[config.mk]
export PLATFORM = sky130hd
export DESIGN_NAME = rob_commit_ctrl_flat
export DESIGN_NICKNAME = d
export VERILOG_FILES = /design/src/rtl/rv32i_types.sv /design/src/rtl/rob_commit_ctrl_if.sv /design/src/rtl/rob_commit_ctrl.sv /design/src/flat_wrapper.sv
export SDC_FILE = /design/constraint.sdc
export NUM_CORES = 1
export LEC_CHECK = 0
export CORE_UTILIZATION = 35
export CTS_CLUSTER_DIAMETER = 40
export CTS_CLUSTER_SIZE = 20
export DETAILED_ROUTE_END_ITERATION = 6
export HOLD_SLACK_MARGIN = 0.15
export PLACE_DENSITY = 0.86
export RECOVER_POWER = 25
export SETUP_SLACK_MARGIN = 0.5
export SLEW_MARGIN = 20
export SYNTH_ARGS = -nofsm -noshare
export SYNTH_HDL_FRONTEND = slang
export SYNTH_SLANG_ARGS = --single-unit
[constraint.sdc]
create_clock -name clk -period 2.55 [get_ports clk]
set_input_delay 0.3825 -clock clk [delete_from_list [all_inputs] [get_ports clk]]
set_output_delay 0.3825 -clock clk [all_outputs]
set_load 0.05 [all_outputs]
[src/rtl/rv32i_types.sv]
// Shared RV32I pipeline types: the ROB entry layout and the commit sequencer state.
package rv32i_types;

  localparam int PR_BITS_P = 6;

  typedef struct packed {
    logic                 ready;
    logic [4:0]           rd;
    logic [PR_BITS_P-1:0] pd;
    logic                 is_store;
    logic                 br_mispredict;
    logic [31:0]          br_target;
  } rob_entry_t;

  typedef enum logic [1:0] {
    COMMIT,
    STORE_WAIT,
    FLUSH
  } commit_state_t;

endpackage

[src/rtl/rob_commit_ctrl_if.sv]
// Commit-store handshake between the retirement sequencer and the memory unit.
interface rob_commit_ctrl_if #(
    parameter int DEPTH_BITS = 3
);
    logic                  store_req;
    logic [DEPTH_BITS-1:0] store_rob_id;
    logic                  store_ack;

    modport master (output store_req, output store_rob_id, input store_ack);
    modport slave  (input store_req, input store_rob_id, output store_ack);
endinterface

[src/rtl/rob_commit_ctrl.sv]
// In-order ROB retirement sequencer with store serialization and mispredict flush.
// Optional commit monitor ports enabled by defining ROB_COMMIT_MONITOR_EN.
module rob_commit_ctrl
    import rv32i_types::*;
#(
    parameter int NSIZE      = 2,
    parameter int DEPTH_BITS = 3,
    parameter int PR_BITS    = PR_BITS_P,
    parameter int FLUSH_HOLD = 2
) (
    input  logic                  clk,
    input  logic                  rst_n,
    input  rob_entry_t            rob_head [NSIZE],
    input  logic [DEPTH_BITS:0]   rob_elemcount,
    input  logic [DEPTH_BITS-1:0] rob_tail,
    output logic [NSIZE-1:0]      rob_dequeue,
    output logic [NSIZE-1:0]      rrf_we,
    output logic [4:0]            rrf_rd [NSIZE],
    output logic [PR_BITS-1:0]    rrf_pd [NSIZE],
    rob_commit_ctrl_if.master     st,
    output logic                  flush,
    output logic [31:0]           flush_pc
`ifdef ROB_COMMIT_MONITOR_EN
    ,
    output logic [NSIZE-1:0]      mon_valid,
    output logic [63:0]           mon_order [NSIZE]
`endif
);

    localparam int HW = $clog2(FLUSH_HOLD + 1);

    commit_state_t         state_q, state_d;
    logic [HW-1:0]         hold_q, hold_d;
    logic                  store_req_q, store_req_d;
    logic [DEPTH_BITS-1:0] store_id_q, store_id_d;
    logic                  flush_q, flush_d;
    logic [31:0]           flush_pc_q, flush_pc_d;

    // NOTE: every comb output gets a default before any branch, so no latches are inferred.
    always_comb begin
        logic blocked;
        logic special;
        logic take;
        state_d     = state_q;
        hold_d      = hold_q;
        store_req_d = store_req_q;
        store_id_d  = store_id_q;
        flush_d     = 1'b0;
        flush_pc_d  = flush_pc_q;
        rob_dequeue = '0;
        rrf_we      = '0;
        blocked     = 1'b0;
        special     = 1'b0;
        take        = 1'b0;

        for (int j = 0; j < NSIZE; j++) begin
            rrf_rd[j] = rst_n ? rob_head[j].rd : '0;
            rrf_pd[j] = rst_n ? PR_BITS'(rob_head[j].pd) : '0;
        end

        case (state_q)
            COMMIT: begin
                for (int j = 0; j < NSIZE; j++) begin
                    special = rob_head[j].is_store | rob_head[j].br_mispredict;
                    take    = !blocked && ((DEPTH_BITS+1)'(j) < rob_elemcount)
                              && rob_head[j].ready && (j == 0 || !special);
                    // Stores wait at slot 0 for the memory ack before they dequeue.
                    if (take && j == 0 && rob_head[j].is_store) begin
                        store_req_d = 1'b1;
                        store_id_d  = rob_tail;
                        state_d     = STORE_WAIT;
                        take        = 1'b0;
                    end else if (take && j == 0 && rob_head[j].br_mispredict) begin
                        flush_d    = 1'b1;
                        flush_pc_d = rob_head[j].br_target;
                        hold_d     = HW'(FLUSH_HOLD);
                        state_d    = FLUSH;
                    end
                    if (take) begin
                        rob_dequeue[j] = 1'b1;
                        rrf_we[j]      = (rob_head[j].rd != 5'd0);
                    end
                    blocked = blocked | !take | special;
                end
            end
            STORE_WAIT: begin
                if (st.store_ack) begin
                    rob_dequeue[0] = 1'b1;
                    store_req_d    = 1'b0;
                    state_d        = COMMIT;
                end
            end
            FLUSH: begin
                hold_d = hold_q - 1'b1;
                if (hold_q <= HW'(1)) state_d = COMMIT;
            end
            default: state_d = COMMIT;
        endcase

        if (!rst_n) begin
            rob_dequeue = '0;
            rrf_we      = '0;
        end
    end

    // NOTE: sequential state uses non-blocking assignments so all registers update together.
    // NOTE: every control register has a reset value; nothing here is a memory array.
    always_ff @(posedge clk or negedge rst_n) begin
        if (!rst_n) begin
            state_q     <= COMMIT;
            hold_q      <= '0;
            store_req_q <= 1'b0;
            store_id_q  <= '0;
            flush_q     <= 1'b0;
            flush_pc_q  <= '0;
        end else begin
            state_q     <= state_d;
            hold_q      <= hold_d;
            store_req_q <= store_req_d;
            store_id_q  <= store_id_d;
            flush_q     <= flush_d;
            flush_pc_q  <= flush_pc_d;
        end
    end

    assign st.store_req    = store_req_q;
    assign st.store_rob_id = store_id_q;
    assign flush           = flush_q;
    assign flush_pc        = flush_pc_q;

`ifdef ROB_COMMIT_MONITOR_EN
    logic [63:0] order_q, order_d;

    assign mon_valid = rob_dequeue;

    always_comb begin
        order_d = order_q;
        for (int j = 0; j < NSIZE; j++) begin
            mon_order[j] = order_d;
            order_d      = order_d + 64'(rob_dequeue[j]);
        end
    end

    always_ff @(posedge clk or negedge rst_n) begin
        if (!rst_n) order_q <= '0;
        else        order_q <= order_d;
    end
`endif

endmodule

[src/flat_wrapper.sv]
// flat-port wrapper written by rule: the top's interface ports become plain ports
module rob_commit_ctrl_flat import rv32i_types::*;
#(
    parameter int NSIZE      = 2,
    parameter int DEPTH_BITS = 3,
    parameter int PR_BITS    = PR_BITS_P,
    parameter int FLUSH_HOLD = 2
)
  (clk, rst_n, rob_head, rob_elemcount, rob_tail, rob_dequeue, rrf_we, rrf_rd, rrf_pd, flush, flush_pc, st_store_req, st_store_rob_id, st_store_ack);
  rob_commit_ctrl_if #(.DEPTH_BITS(DEPTH_BITS)) st_i ();
  input  logic clk;
  input  logic rst_n;
  input  rob_entry_t rob_head[NSIZE];
  input  logic [DEPTH_BITS:0] rob_elemcount;
  input  logic [DEPTH_BITS-1:0] rob_tail;
  output logic [NSIZE-1:0] rob_dequeue;
  output logic [NSIZE-1:0] rrf_we;
  output logic [4:0] rrf_rd[NSIZE];
  output logic [PR_BITS-1:0] rrf_pd[NSIZE];
  output logic flush;
  output logic [31:0] flush_pc;
  output wire logic [$bits(st_i.store_req)-1:0] st_store_req;
  output wire logic [$bits(st_i.store_rob_id)-1:0] st_store_rob_id;
  input wire logic [$bits(st_i.store_ack)-1:0] st_store_ack;
  assign st_store_req = st_i.store_req;
  assign st_store_rob_id = st_i.store_rob_id;
  assign st_i.store_ack = st_store_ack;
  rob_commit_ctrl #(.NSIZE(NSIZE), .DEPTH_BITS(DEPTH_BITS), .PR_BITS(PR_BITS), .FLUSH_HOLD(FLUSH_HOLD)) u_core (.clk(clk), .rst_n(rst_n), .rob_head(rob_head), .rob_elemcount(rob_elemcount), .rob_tail(rob_tail), .rob_dequeue(rob_dequeue), .rrf_we(rrf_we), .rrf_rd(rrf_rd), .rrf_pd(rrf_pd), .st(st_i), .flush(flush), .flush_pc(flush_pc));
endmodule
==> results.py <==
metrics = {
    "global_route": {
        "first_global_vias": 1884,
        "antenna_found_initial": 0,
        "grt_pass1_wl_um": 9230,
        "grt.total_usage_pct": 20.2,
        "grt_max_degree": 28,
        "grt_overflow": 0,
    },
    "synth": {
        "synth-seq-area-share_pct": 51.7,
        "synth_area_um2": 1980,
        "synthFlopType": "dfrtp_1",
        "syn-num-nets": 244,
        "ys_seq_elements": 41,
        "synth.avg_cell_area_um2": 14.1,
        "async_reset_ff_share_pct": 100,
        "yosysMostFrequentCell": "dfrtp_1",
        "synthMuxAreaShare_pct": 25.4,
        "synthCells": 141,
        "synth_area_leader_cell": "dfrtp_1",
        "synth_top_area_share_pct": 51.7,
        "synth_common_cells": "dfrtp_1, mux2_4, and2_1",
        "ys_top_cells_by_area": "dfrtp_1, mux2_4, and2_1",
        "yosys.area_share.simple_pct": 15.5,
        "synth-compound-area-share_pct": 3.60,
        "synth_xor_area_share_pct": 0,
        "synth_edf_count": 0,
        "synth_top_family_by_area": "multiplexers",
        "synth-adder-area-share_pct": 0.631,
        "synth.distinct_cells": 30,
        "ys_warn_count": 0,
    },
    "placement": {
        "pre_cts_ws_ps": 277,
        "routabilityCongestion": 0.706,
        "dp_hpwl_um": 4210,
        "numPortBuffers": 132,
    },
    "sta": {
        "setup_viol": 0,
        "fin_crit_sh_pct": 79.5,
        "setup_tns_ps": 0,
        "fin_worst_skew_ps": 5.13,
        "finalHoldViolCount": 0,
        "slew_headroom_pct": 48.1,
        "tightest_slew_ps": 772,
        "rsz0062_at_grt": "yes",
        "slew_violations": 0,
        "fin_crit_ps": 2030,
        "max_clock_freq_mhz": 493,
        "setup_slack_ps": 522,
    },
    "clocking": {
        "tritoncts": "built",
        "clockRootBuffer": "clkbuf_8",
        "cts.clk_slew.worst_paths_ps": 80,
        "cts_buffer_depth": 2,
        "htreeDepth": 2,
        "worstSkewPairLatency_ps": 280,
        "cts_hold_buf": 0,
        "clock-sinks": 41,
        "cts_buffers": 5,
    },
    "critical_path": {
        "crit_type": "in2out",
        "r2r-start": "u_core.state_q[0]",
        "crit_end": "rrf_we[1]",
        "regToRegSetupSlack_ps": 640,
        "r2r-end": "u_core.st.store_rob_id[1]",
        "cp-end-kind": "primary output",
        "crit_fanout": 2,
        "arrival_ps": 1650,
        "reg2reg_depth": 4,
        "worstPathRequired_ps": 2170,
        "start_kind": "input pin",
        "crit_start": "rob_head[44]",
    },
    "detailed_routing": {
        "ant_nets": 0,
        "wl_per_cell_um": 15.3,
        "vias": 1673,
        "viasPerCell": 4.66,
        "drc": 0,
        "wl_um": 5510,
        "drtIter0Drc": 62,
        "drt_pass1_iterations": 4,
    },
    "floorplanning": {
        "initial_core_util_pct": 36.2,
        "dieArea_um2": 5970,
        "die_w_um": 77.3,
        "die_h_um": 77.3,
        "core_area_um2": 5470,
        "num_rows": 27,
        "boundaryPins": 165,
    },
    "cells_and_area": {
        "fillCellCount": 431,
        "final_nets": 389,
        "layout-drive-gt1-share_pct": 32.4,
        "register_area_um2": 1030,
        "area_delta_synth_final_pct": 80.1,
        "multiInputGateArea_um2": 926,
        "antenna_cells": 0,
    },
    "outcome": {
        "status": "finished, final reports clean",
    },
    "power_and_ir_drop": {
        "leakage_nw": 1.64,
        "ir_worst_vdd_mv": 0.789,
        "p_per_area_nw_per_um2": 974,
    },
    "min_path": {
        "hp-class": "reg2reg",
    },
    "run": {
        "drv_cap": 0,
    },
}
==> metal layers <==
layer	vias to the layer above	routed length, µm	track usage (%)
li1	781	-	-
met1	784	2080	22.9
met2	94	2760	34.4
met3	14	511	7.14
met4	0	162	7.74
met5	-	0	0
==> sequential cells by signal (all words and copies together) (netlist names) <==
| name | flops |
|---|---|
| u_core.flush | 1 |
| u_core.flush_pc | 32 |
| u_core.hold_q | 2 |
| u_core.st.store_req | 1 |
| u_core.st.store_rob_id | 3 |
| u_core.state_q | 2 |
==> power breakdown <==
group          leakage [nW]  total [W]  internal [W]  switching, W
registers             0.486    0.00103      0.000886      0.000142
logic                  1.10    0.00191      0.000795       0.00112
clock network        0.0574   0.000539      0.000318      0.000221
==> worst min path at each step <==
| stage | start | end | slack (ps) | cells past startpoint |
|---|---|---|---|---|
| after floorplan | rst_n | u_core.flush | 90 | 0 |
| after global placement | u_core.hold_q[0] | u_core.hold_q[0] | 490 | 1 |
| after detailed placement | u_core.flush_pc[4] | u_core.flush_pc[4] | 490 | 1 |
| after CTS | rst_n | u_core.flush_pc[20] | 200 | 2 |
| after global routing | u_core.flush_pc[26] | u_core.flush_pc[26] | 530 | 1 |
| final | u_core.hold_q[0] | u_core.hold_q[0] | 510 | 1 |
==> per-stage QoR <==
step | util (%) | hold slack [ps] | power (W) | std cells | instance area [µm²]
after detailed placement | 61.9 | 491 | 0.00294 | 344 | 3390
after floorplan | - | 86.9 | 0.00225 | 141 | 1990
after CTS | 65.4 | 196 | 0.00352 | 359 | 3580
after global placement | 61.9 | 487 | 0.00290 | 344 | 3390
final | 65.3 | 505 | 0.00348 | 359 | 3570
after global routing | 65.3 | 530 | 0.00365 | 359 | 3570
==> cell usage in the layout, fill, tap and decap left out, drive strengths merged, types with 2 or more instances in the layout <==
master,synthesis,layout
nor4,2,2
nand2,3,3
mux2,35,35
and2,22,22
buf,4,37
o21ai,2,2
a21oi,3,3
clkbuf,2,8
nand2b,3,3
nor2,2,2
or4,3,3
dfrtp,41,41
clkdlybuf4s50,0,93
dlygate4sd2,0,12
nor4b,2,2
inv,3,3
o21a,2,2
==> area by class of cell <==
class	instances	share of cell area [%]
tap	72	2.52
timing repair buffer	144	39.1
multi-input combinational	91	25.9
sequential	41	28.8
clock inverter	2	1.05
clock buffer	6	2.31
inverter	3	0.315
==> worst max-delay path: stages <==
cell and delay, ps:
clkdlybuf4s50_1 440, or4_4 440, o21a_4 240, buf_12 140
==> logic make-up after synthesis <==
kind of cell,after synthesis
simple gates,44
flops,41
mux,35
compound gates,11
buf+inv,9
fa+ha+maj,1
==> repair_timing <==
| action | 4_1_cts | 5_1_grt |
|---|---|---|
| gates resized for setup | 22 | 0 |
| setup endpoints to repair | 4 | 2 |
| buffers inserted | 7 | 0 |
| pin swaps | 8 | 0 |
No activity file was read; power rests on OpenSTA's default activity.
